## config.mk

```make
export PLATFORM = sky130hd
export DESIGN_NAME = bus_master_if
export DESIGN_NICKNAME = d
export VERILOG_FILES = /design/src/rtl/bus_master_if.sv
export SDC_FILE = /design/constraint.sdc
export NUM_CORES = 1
export LEC_CHECK = 0
export BUFFER_PORTS_ARGS = -buffer_cell sky130_fd_sc_hd__buf_2
export CORE_ASPECT_RATIO = 1.2
export CORE_UTILIZATION = 50
export CTS_CLUSTER_DIAMETER = 40
export CTS_CLUSTER_SIZE = 16
export DETAILED_ROUTE_END_ITERATION = 8
export HOLD_SLACK_MARGIN = 0.03
export PLACE_DENSITY = 0.87
export SLEW_MARGIN = 20
export SYNTH_ARGS = -nofsm -noshare
export SYNTH_HDL_FRONTEND = slang
export SYNTH_SLANG_ARGS = --single-unit
export TNS_END_PERCENT = 30
```

## constraint.sdc

```tcl
create_clock -name clk -period 3.6 [get_ports clk]
set_input_delay 0.72 -clock clk [delete_from_list [all_inputs] [get_ports clk]]
set_output_delay 0.72 -clock clk [all_outputs]
set_load 0.05 [all_outputs]
```

## src/rtl/bus_master_if.sv

```systemverilog
// ---------------------------------------------------------------------------
// bus_master_if
//
// Master-side interface for the 4-master arbitrated bus. A CPU-side port
// issues single read or write accesses. For each access this block requests
// the bus from the arbiter, waits for grant, runs one address-strobe /
// ready-handshake transfer to a slave and then releases the bus. One instance
// sits in front of each master (m0..m3).
//
// Parameters:
//   ADDR_W   word address width
//   DATA_W   data width
//   TIMEOUT  max WAIT cycles without bus_rdy_ before the transfer is aborted;
//            0 disables the timeout
//
// Ports:
//   clk, reset    clock and synchronous active-high reset
//   cpu_req       access request, held high by the CPU until stall drops
//   cpu_rw        1 = read, 0 = write
//   cpu_addr      access word address
//   cpu_wr_data   write data
//   cpu_rd_data   read data; live slave data in the read completion cycle,
//                 then the registered copy
//   stall         CPU must hold its request while this is high
//   err           one-cycle pulse after a timeout abort
//   bus_req_      bus request to the arbiter (active-low)
//   bus_grnt_     grant from the arbiter (active-low)
//   bus_as_       address strobe (active-low)
//   bus_rw        bus direction, 1 = read, 0 = write
//   bus_addr      bus address
//   bus_wr_data   bus write data
//   bus_rd_data   slave read data
//   bus_rdy_      slave ready (active-low)
// ---------------------------------------------------------------------------
module bus_master_if #(
    parameter int ADDR_W  = 30,
    parameter int DATA_W  = 32,
    parameter int TIMEOUT = 255
) (
    input  logic              clk,
    input  logic              reset,
    input  logic              cpu_req,
    input  logic              cpu_rw,
    input  logic [ADDR_W-1:0] cpu_addr,
    input  logic [DATA_W-1:0] cpu_wr_data,
    output logic [DATA_W-1:0] cpu_rd_data,
    output logic              stall,
    output logic              err,
    output logic              bus_req_,
    input  logic              bus_grnt_,
    output logic              bus_as_,
    output logic              bus_rw,
    output logic [ADDR_W-1:0] bus_addr,
    output logic [DATA_W-1:0] bus_wr_data,
    input  logic [DATA_W-1:0] bus_rd_data,
    input  logic              bus_rdy_
);

    // The wait counter only has to reach TIMEOUT-1, so $clog2(TIMEOUT) bits
    // are enough; with the timeout disabled it just free-runs harmlessly.
    localparam int CNT_W = (TIMEOUT > 1) ? $clog2(TIMEOUT) : 1;
    localparam logic [CNT_W-1:0] CNT_LAST = CNT_W'((TIMEOUT > 0) ? TIMEOUT - 1 : 0);

    typedef enum logic [1:0] {
        IDLE,
        REQ,
        ACCESS,
        WAIT
    } state_t;

    state_t              state;
    state_t              state_d;
    logic                bus_req_d;
    logic                bus_as_d;
    logic                bus_rw_d;
    logic [ADDR_W-1:0]   bus_addr_d;
    logic [DATA_W-1:0]   bus_wr_data_d;
    logic [DATA_W-1:0]   rd_data_q;
    logic [DATA_W-1:0]   rd_data_d;
    logic                err_d;
    logic [CNT_W-1:0]    cnt;
    logic [CNT_W-1:0]    cnt_d;
    logic                completion;
    logic                abort;

    // A transfer ends either when the slave answers during WAIT or when the
    // slave has been silent for TIMEOUT cycles. Both are visible in the very
    // cycle they happen so the CPU can be released at that same edge.
    assign completion = (state == WAIT) && !bus_rdy_;
    assign abort      = (state == WAIT) && bus_rdy_ && (TIMEOUT != 0) && (cnt == CNT_LAST);

    // The CPU is stalled for as long as it requests and the transfer has not
    // ended this cycle. A request dropped after IDLE no longer stalls anything.
    assign stall = cpu_req && !(completion || abort);

    // Read data goes straight through from the slave in the completion cycle
    // so the CPU can capture it on that edge; otherwise the registered copy
    // is presented, which writes never disturb.
    assign cpu_rd_data = (completion && bus_rw) ? bus_rd_data : rd_data_q;

    // Next-state and next-register logic. Everything defaults to holding its
    // value, so the address, direction and write data stay stable from the
    // moment they are latched in IDLE until the bus is released. bus_req_ is
    // kept low from REQ through WAIT so the grant is held for the whole
    // transfer, and it always returns high for at least one IDLE cycle so the
    // arbiter gets a chance to rotate.
    always_comb begin
        state_d       = state;
        bus_req_d     = bus_req_;
        bus_as_d      = bus_as_;
        bus_rw_d      = bus_rw;
        bus_addr_d    = bus_addr;
        bus_wr_data_d = bus_wr_data;
        rd_data_d     = rd_data_q;
        err_d         = 1'b0;
        cnt_d         = cnt;
        unique case (state)
            IDLE: begin
                if (cpu_req) begin
                    bus_rw_d      = cpu_rw;
                    bus_addr_d    = cpu_addr;
                    bus_wr_data_d = cpu_wr_data;
                    bus_req_d     = 1'b0;
                    state_d       = REQ;
                end
            end
            REQ: begin
                if (!bus_grnt_) begin
                    bus_as_d = 1'b0;
                    state_d  = ACCESS;
                end
            end
            ACCESS: begin
                bus_as_d = 1'b1;
                cnt_d    = '0;
                state_d  = WAIT;
            end
            WAIT: begin
                if (completion) begin
                    if (bus_rw) begin
                        rd_data_d = bus_rd_data;
                    end
                    bus_req_d = 1'b1;
                    state_d   = IDLE;
                end else if (abort) begin
                    err_d     = 1'b1;
                    rd_data_d = '0;
                    bus_req_d = 1'b1;
                    state_d   = IDLE;
                end else begin
                    cnt_d = cnt + CNT_W'(1);
                end
            end
            default: begin
                bus_req_d = 1'b1;
                bus_as_d  = 1'b1;
                state_d   = IDLE;
            end
        endcase
    end

    // State and bus registers. Reset is synchronous and forces the bus
    // signals back to their idle levels from any state without an err pulse.
    always_ff @(posedge clk) begin
        if (reset) begin
            state       <= IDLE;
            bus_req_    <= 1'b1;
            bus_as_     <= 1'b1;
            bus_rw      <= 1'b1;
            bus_addr    <= '0;
            bus_wr_data <= '0;
            rd_data_q   <= '0;
            err         <= 1'b0;
            cnt         <= '0;
        end else begin
            state       <= state_d;
            bus_req_    <= bus_req_d;
            bus_as_     <= bus_as_d;
            bus_rw      <= bus_rw_d;
            bus_addr    <= bus_addr_d;
            bus_wr_data <= bus_wr_data_d;
            rd_data_q   <= rd_data_d;
            err         <= err_d;
            cnt         <= cnt_d;
        end
    end

endmodule

```

==> impl_metrics.csv, run 1 <==
group,metric,value,unit
status,status,"complete, no violations",
clock_tree,insertion_delay,0.36,ns
synth,synth_adder_area_share,1.712,%
synth,synth-compound-area-share,19.37,%
synth,yosys.area.top_type,"dfxtp_1",
synth,syn_area,4385,um2
clock_tree,cts_max_level,3,
power_and_ir_drop,p_int,1.989,mW
critical_path,endpoint_kind,"output port",
route,drt_iter0_markers,295,
clock_tree,clock_path_buffers,2,
timing,setup_tns,0,ns
synth,synthSimpleGateAreaFrac,25.02,%
power_and_ir_drop,p_comb_share,41.1,%
grt,grt_max_degree,112,
layout,diodes,0,
clock_tree,clk_pin_slew_worst_paths,0.10,ns
grt,grt_pass1_vias,4172,
synth,postSynthCellCount,581,
place,place_hpwl,7842,um
grt,antenna_found_initial,0,
timing,tightest_slew,1.124,ns
critical_path,cpMaxStageDelayCell,"ha_1",
place,portBuffers,198,
synth,synth_mux_area_share,0.2282,%
place,routabilityCongestion,0.8614,
critical_path,startpoint_type,"flop",
synth,synth_top_family_by_area,"simple AND/OR/NAND/NOR gates",
synth,yosysWarnings,0,
route,vias_per_cell,5.115,
clock_tree,cts_made_buffers,9,
layout,finalNonFillerCells,875,
timing,max_freq,0.3407,GHz
run,cap_violations,0,
clock_tree,cts_setup_buffers,0,
route,post-route-drc-count,0,
layout,drive_above_1_share,29.55,%
route,drtAntennaViolNets,0,
synth,synth-edff-count,0,
synth,synth_commonest_cells,"nand2_1 (230), dfxtp_1 (108), a21oi_1 (99)",
synth,ys_ff_latch,108,
timing,drv_slew,0,
critical_path,ff2ff_setup_slack,1.41,ns
critical_path,required,2.88,ns
synth,async_flop_share,0,%
layout,syn2layout_area_growth,26.96,%
layout,fin_nets,859,
route,vias,4476,
route,drt_pass1_iterations,5,
synth,yosysMostFrequentCell,"nand2_1",
power_and_ir_drop,leakage,2.667,nW
power_and_ir_drop,power_density,654.5,nW/um2
synth,yosys_most_used_dff,"dfxtp_1",
timing,hold_viol_final,0,
synth,syn_area_per_cell,7.548,um2
synth,netlist_top_cells_area,"dfxtp_1 (49%), nand2_1 (20%), a21oi_1 (11%), o21ai_1 (3.9%), clkbuf_1 (2.2%)",
timing,finClkSkew,0.009970,ns
critical_path,slowest_delay,0.43,ns
place,dp_cells,859,
timing,slew_headroom,25.05,%
synth,synth_cell_types,45,
timing,fin_crit_sh,81.53,%
clock_tree,cts-resized-gates,0,
timing,setup_viol,0,
critical_path,path_common_cell,"nand2_1",
grt,grt_pass1_wl,18170,um
floorplan,rows,37,
grt,groute.usage.overall,24.78,%
power_and_ir_drop,peakVddDrop,0.0004078,V
floorplan,die_area,9151,um2
floorplan,die_w,87.50,um
clock_tree,cts_root_buffer,"clkbuf_8",
floorplan,start_util,51.21,%
synth,synth-xor-area-share,0,%
clock_tree,cts_tree,"built",
floorplan,io_pins,199,
grt,grt.overflow.total,0,
critical_path,critPathArrivalTime,2.22,ns
critical_path,worstSetupPathType,"reg -> out",
clock_tree,hold_buffers,0,
timing,min_period,2.935,ns
synth,yosysTopAreaCellShare,49.30,%
floorplan,core,8564,um2
synth,syn_nets,687,
route,avgRoutedWirePerCell,12.84,um
min_path,hp-class,"reg -> reg",
power_and_ir_drop,p_sw,1.655,mW
power_and_ir_drop,switching_share,45.41,%
power_and_ir_drop,power_frac_seq,40.0,%
synth,synth-seq-area-share,49.30,%
critical_path,crit_path_max_fanout,32,
clock_tree,cts.sinks,108,
power_and_ir_drop,clockPowerShare,18.9,%
route,wl,11240,um
critical_path,path_cells,"ha_1 -> nand2_1 -> nor2_2 -> buf_4 -> nand2_1 -> nand2_1 -> buf_2",
floorplan,die_h,104.6,um
timing,rsz0062_at_grt,"false",
worst max-delay path, delay by kind of cell, from the launching register on:
kind,cells,cell delay [ns]
simple gates,4,0.45
fa+ha+maj,1,0.43
flops,1,0.39
buf+inv,2,0.57
layout by cell type, fill, tap and decap left out, types with 3 or more instances in the layout:
master / synthesis / final
nand2_1: 230 / 229
buf_2: 6 / 197
dfxtp_1: 108 / 108
a21oi_1: 99 / 99
o21ai_1: 34 / 34
clkbuf_8: 0 / 10
nand3_1: 6 / 6
ha_1: 6 / 6
inv_1: 4 / 4
nor2b_1: 4 / 4
nand2b_1: 4 / 4
nor2_1: 5 / 4
buf_4: 3 / 4
o311ai_1: 3 / 3
and3_1: 3 / 3
logic make-up after synthesis:
logic type,after synthesis
and+or+nand+nor,268
AOI/OAI and AO/OA,154
buffers and inverters,44
muxes,1
DFF,108
adders and majority gates,6
layer usage:
| metal | vias up | GRT usage, % | wire length [um] |
|---|---|---|---|
| li1 | 2269 | - | - |
| met1 | 2010 | 28.43 | 4690 |
| met2 | 184 | 42.30 | 5475 |
| met3 | 13 | 6.793 | 889 |
| met4 | 0 | 11.01 | 179 |
| met5 | - | 0 | 0 |
flip-flops by register name (all words and copies together), names as in the netlist:
register / flops
cnt: 8
state: 2
bus_as_: 1
err: 1
bus_req_: 1
bus_addr: 30
bus_wr_data: 32
rd_data_q: 32
bus_rw: 1
cell type report:
class,instances,area [um2]
Timing Repair Buffer,201,1016
Sequential cell,108,2162
Inverter,4,15.01
Tap cell,117,146.4
Clock inverter,5,42.54
Clock buffer,11,141.4
Fill cell,763,2997
Multi-Input combinational cell,429,2044
through the flow:
stage                     total power, mW  cell area, um2  util [%]  setup slack, ns  hold WS (ns)
after floorplan                     2.632            4385         -            1.176        0.4593
after global routing                3.841            5568     65.01           0.5021        0.4792
after CTS                           3.662            5562     64.94           0.6684        0.4588
after global placement              2.935            5378     62.79            1.127        0.4394
after detailed placement            2.980            5378     62.79            1.077        0.4440
final                               3.644            5568     65.01           0.6650        0.4593
worst paths after layout:
| path | from | end | cells after the start |
|---|---|---|---|
| worst max-delay path | state[0] | cpu_rd_data[15] | 7 |
| worst max register to register | cnt[0] | rd_data_q[21] | 6 |
| worst min-delay path | bus_addr[6] | bus_addr[6] | 2 |
| worst min register to register | bus_addr[6] | bus_addr[6] | 2 |
power groups by stage:
| stage | clock, mW | combinational [mW] | sequential, mW |
|---|---|---|---|
| finish | 0.689 | 1.50 | 1.46 |
| global route | 0.755 | 1.60 | 1.48 |
| CTS | 0.705 | 1.50 | 1.46 |
| detailed placement | 0 | 1.50 | 1.48 |
| global placement | 0 | 1.46 | 1.47 |
| floorplan | 0 | 0.646 | 1.99 |
Power figures use the tool's default switching activity.
==> run 2: changes to the inputs <==
--- a/config.mk
+++ b/config.mk
@@ -7,12 +7,12 @@
 export LEC_CHECK = 0
 export BUFFER_PORTS_ARGS = -buffer_cell sky130_fd_sc_hd__buf_2
 export CORE_ASPECT_RATIO = 1.2
-export CORE_UTILIZATION = 50
+export CORE_UTILIZATION = 42
 export CTS_CLUSTER_DIAMETER = 40
 export CTS_CLUSTER_SIZE = 16
 export DETAILED_ROUTE_END_ITERATION = 8
 export HOLD_SLACK_MARGIN = 0.03
-export PLACE_DENSITY = 0.87
+export PLACE_DENSITY = 0.79
 export SLEW_MARGIN = 20
 export SYNTH_ARGS = -nofsm -noshare
 export SYNTH_HDL_FRONTEND = slang
==> constraint.sdc (replaced) <==
create_clock -name clk -period 2.5 [get_ports clk]
set_input_delay 0.5 -clock clk [delete_from_list [all_inputs] [get_ports clk]]
set_output_delay 0.5 -clock clk [all_outputs]
set_load 0.05 [all_outputs]
==> run 2 against run 1 <==
Net effect:
- sequential share of layout area decreased by 1.5 points
- sequential power is 45% higher
- clock skew fell by 0.0013 ns
- critical path depth did not move
- combinational power increased by 48%
- sequential cell count unchanged
- global-route usage fell by 3.2 points
- highest routed layer unchanged
- die area rose by 19%
==> impl_metrics.csv, run 2 (same netlist as run 1, synthesis figures left out) <==
group,metric,value,unit
critical_path,r2r_cells,7,
layout,reg_top3,"bus_wr_data (32), rd_data_q (32), bus_addr (30)",
route,wl,11670,um
route,post-route-drc-count,0,
timing,fin_crit_sh,93.30,%
critical_path,startpoint_type,"flop",
place,place_hpwl,8469,um
critical_path,crit_path_max_fanout,32,
critical_path,cpMaxStageDelayCell,"dfxtp_1",
floorplan,io_pins,199,
clock_tree,cts_made_buffers,9,
critical_path,r2r_end,"rd_data_q[0]",
critical_path,required,2.00,ns
timing,max_freq,0.4287,GHz
grt,grt_pass1_wl,18630,um
critical_path,path_cells,"ha_4 -> nand2_1 -> or2_1 -> buf_4 -> nand2_1 -> nand2_1 -> buf_2",
floorplan,rows,40,
min_path,hp-class,"in -> reg",
grt,grt_pass1_vias,4184,
timing,min_period,2.333,ns
timing,drv_slew,0,
timing,hold_viol_final,0,
layout,fin_nets,865,
clock_tree,clk_pin_slew_worst_paths,0.07,ns
route,avgRoutedWirePerCell,13.11,um
layout,drive_above_1_share,30.63,%
critical_path,critPathArrivalTime,1.83,ns
layout,final_common_cell,"nand2_1",
clock_tree,insertion_delay,0.34,ns
status,status,"complete, no violations",
grt,grt_max_degree,59,
floorplan,die_h,113.9,um
power_and_ir_drop,leakage,2.754,nW
critical_path,worstSetupPathType,"reg -> out",
run,cap_violations,0,
layout,diodes,0,
timing,tightest_slew,0.5368,ns
critical_path,slowest_delay,0.39,ns
route,vias_per_cell,5.127,
clock_tree,clock_path_buffers,2,
min_path,hp-start,"cpu_rw",
route,drt_iter0_markers,195,
grt,antenna_found_initial,0,
timing,setup_viol,0,
route,drtAntennaViolNets,0,
timing,whs,0.3739,ns
place,routabilityCongestion,0.8690,
power_and_ir_drop,power_density,995.5,nW/um2
power_and_ir_drop,peakVddDrop,0.0005702,V
layout,fin_area,5797,um2
critical_path,r2r_start,"cnt[0]",
timing,slew_headroom,64.21,%
place,portBuffers,198,
critical_path,ff2ff_setup_slack,0.62,ns
timing,setup_tns,0,ns
clock_tree,cts.sinks,108,
clock_tree,cts_tree,"built",
clock_tree,cts_max_level,3,
critical_path,path_common_cell,"nand2_1",
min_path,hold_depth,3,
layout,syn2layout_area_growth,32.18,%
grt,grt.overflow.total,0,
floorplan,die_w,95.28,um
clock_tree,cts_root_buffer,"clkbuf_16",
route,vias,4563,
route,drt_pass1_iterations,4,
critical_path,endpoint_kind,"output port",
floorplan,start_util,43.59,%
floorplan,core,10060,um2
place,dpl-instance-area,5459,um2
min_path,min_to,"bus_rw",
timing,rsz0062_at_grt,"false",
timing,finClkSkew,0.008719,ns
floorplan,die_area,10860,um2
grt,groute.usage.overall,21.61,%
layout,final_cell_mix,"nand2_1 (229), buf_2 (196), dfxtp_1 (107)",
run 2: changes by cell type in the layout (fill, tap and decap cells not counted), sizes merged:
cell,before,now
bufinv,0,1
buf,201,206
clkbuf,11,10
clkinv,2,1
clkinvlp,1,2
inv,6,7
run 2: final cells by class:
| cell class | count | area (um2) |
|---|---|---|
| fillers | 930 | 4263 |
| multi-input cells | 429 | 2057 |
| inverters | 4 | 15.01 |
| clock inverters | 7 | 82.58 |
| clock buffers | 9 | 225.2 |
| repair buffers | 207 | 1096 |
| well taps | 126 | 157.7 |
| flip-flops and latches | 108 | 2163 |
run 2: per-layer routing:
layer	part of all wire [%]	wire [um]	track usage [%]	up-vias
li1	-	-	-	2292
met5	0	0	0	-
met2	49	5758	37.29	174
met1	41	4818	24.85	2074
met4	2.4	276	9.697	0
met3	7.0	814	5.267	23
run 2: metrics by stage:
step / power [mW] / setup slack [ns] / instances / utilization (%)
2_1_floorplan: 3.790 / 0.2961 / 581 / -
3_3_place_gp: 4.306 / 0.4031 / 874 / 54.27
3_5_place_dp: 4.368 / 0.3198 / 874 / 54.27
4_1_cts: 5.817 / 0.05920 / 890 / 57.39
5_1_grt: 6.093 / 0.01936 / 890 / 57.62
6_report: 5.771 / 0.1674 / 890 / 57.62
run 2: worst max path at each step:
stage / endpoint / start / depth (start not counted)
6_report: cpu_rd_data[29] / state[1] / 7
3_3_place_gp: cpu_rd_data[18] / state[0] / 7
4_1_cts: cpu_rd_data[29] / state[0] / 7
2_1_floorplan: cpu_rd_data[10] / bus_rw / 5
3_5_place_dp: cpu_rd_data[1] / state[0] / 7
5_1_grt: cpu_rd_data[30] / state[1] / 7
run 2: critical path: cells and delay by family, from the launching register on:
family	cells	cell delay [ns]
flip-flops	1	0.39
AND/OR/NAND/NOR	4	0.46
adder cells (fa/ha/maj)	1	0.19
buffers and inverters	2	0.45
run 2: what timing repair did:
action	CTS	global route
hold endpoints to repair	0	0
gates resized for setup	2	5
hold buffers	0	0
endpoints found under the setup margin	32	30
gates cloned	0	0
setup buffers	0	0
run 2: report_power, final:
group          switching [mW]  leakage, nW  internal, mW
registers               0.137        0.880          1.97
logic                    1.67         1.73         0.548
clock network           0.647        0.145         0.793
total                    2.46         2.75          3.31
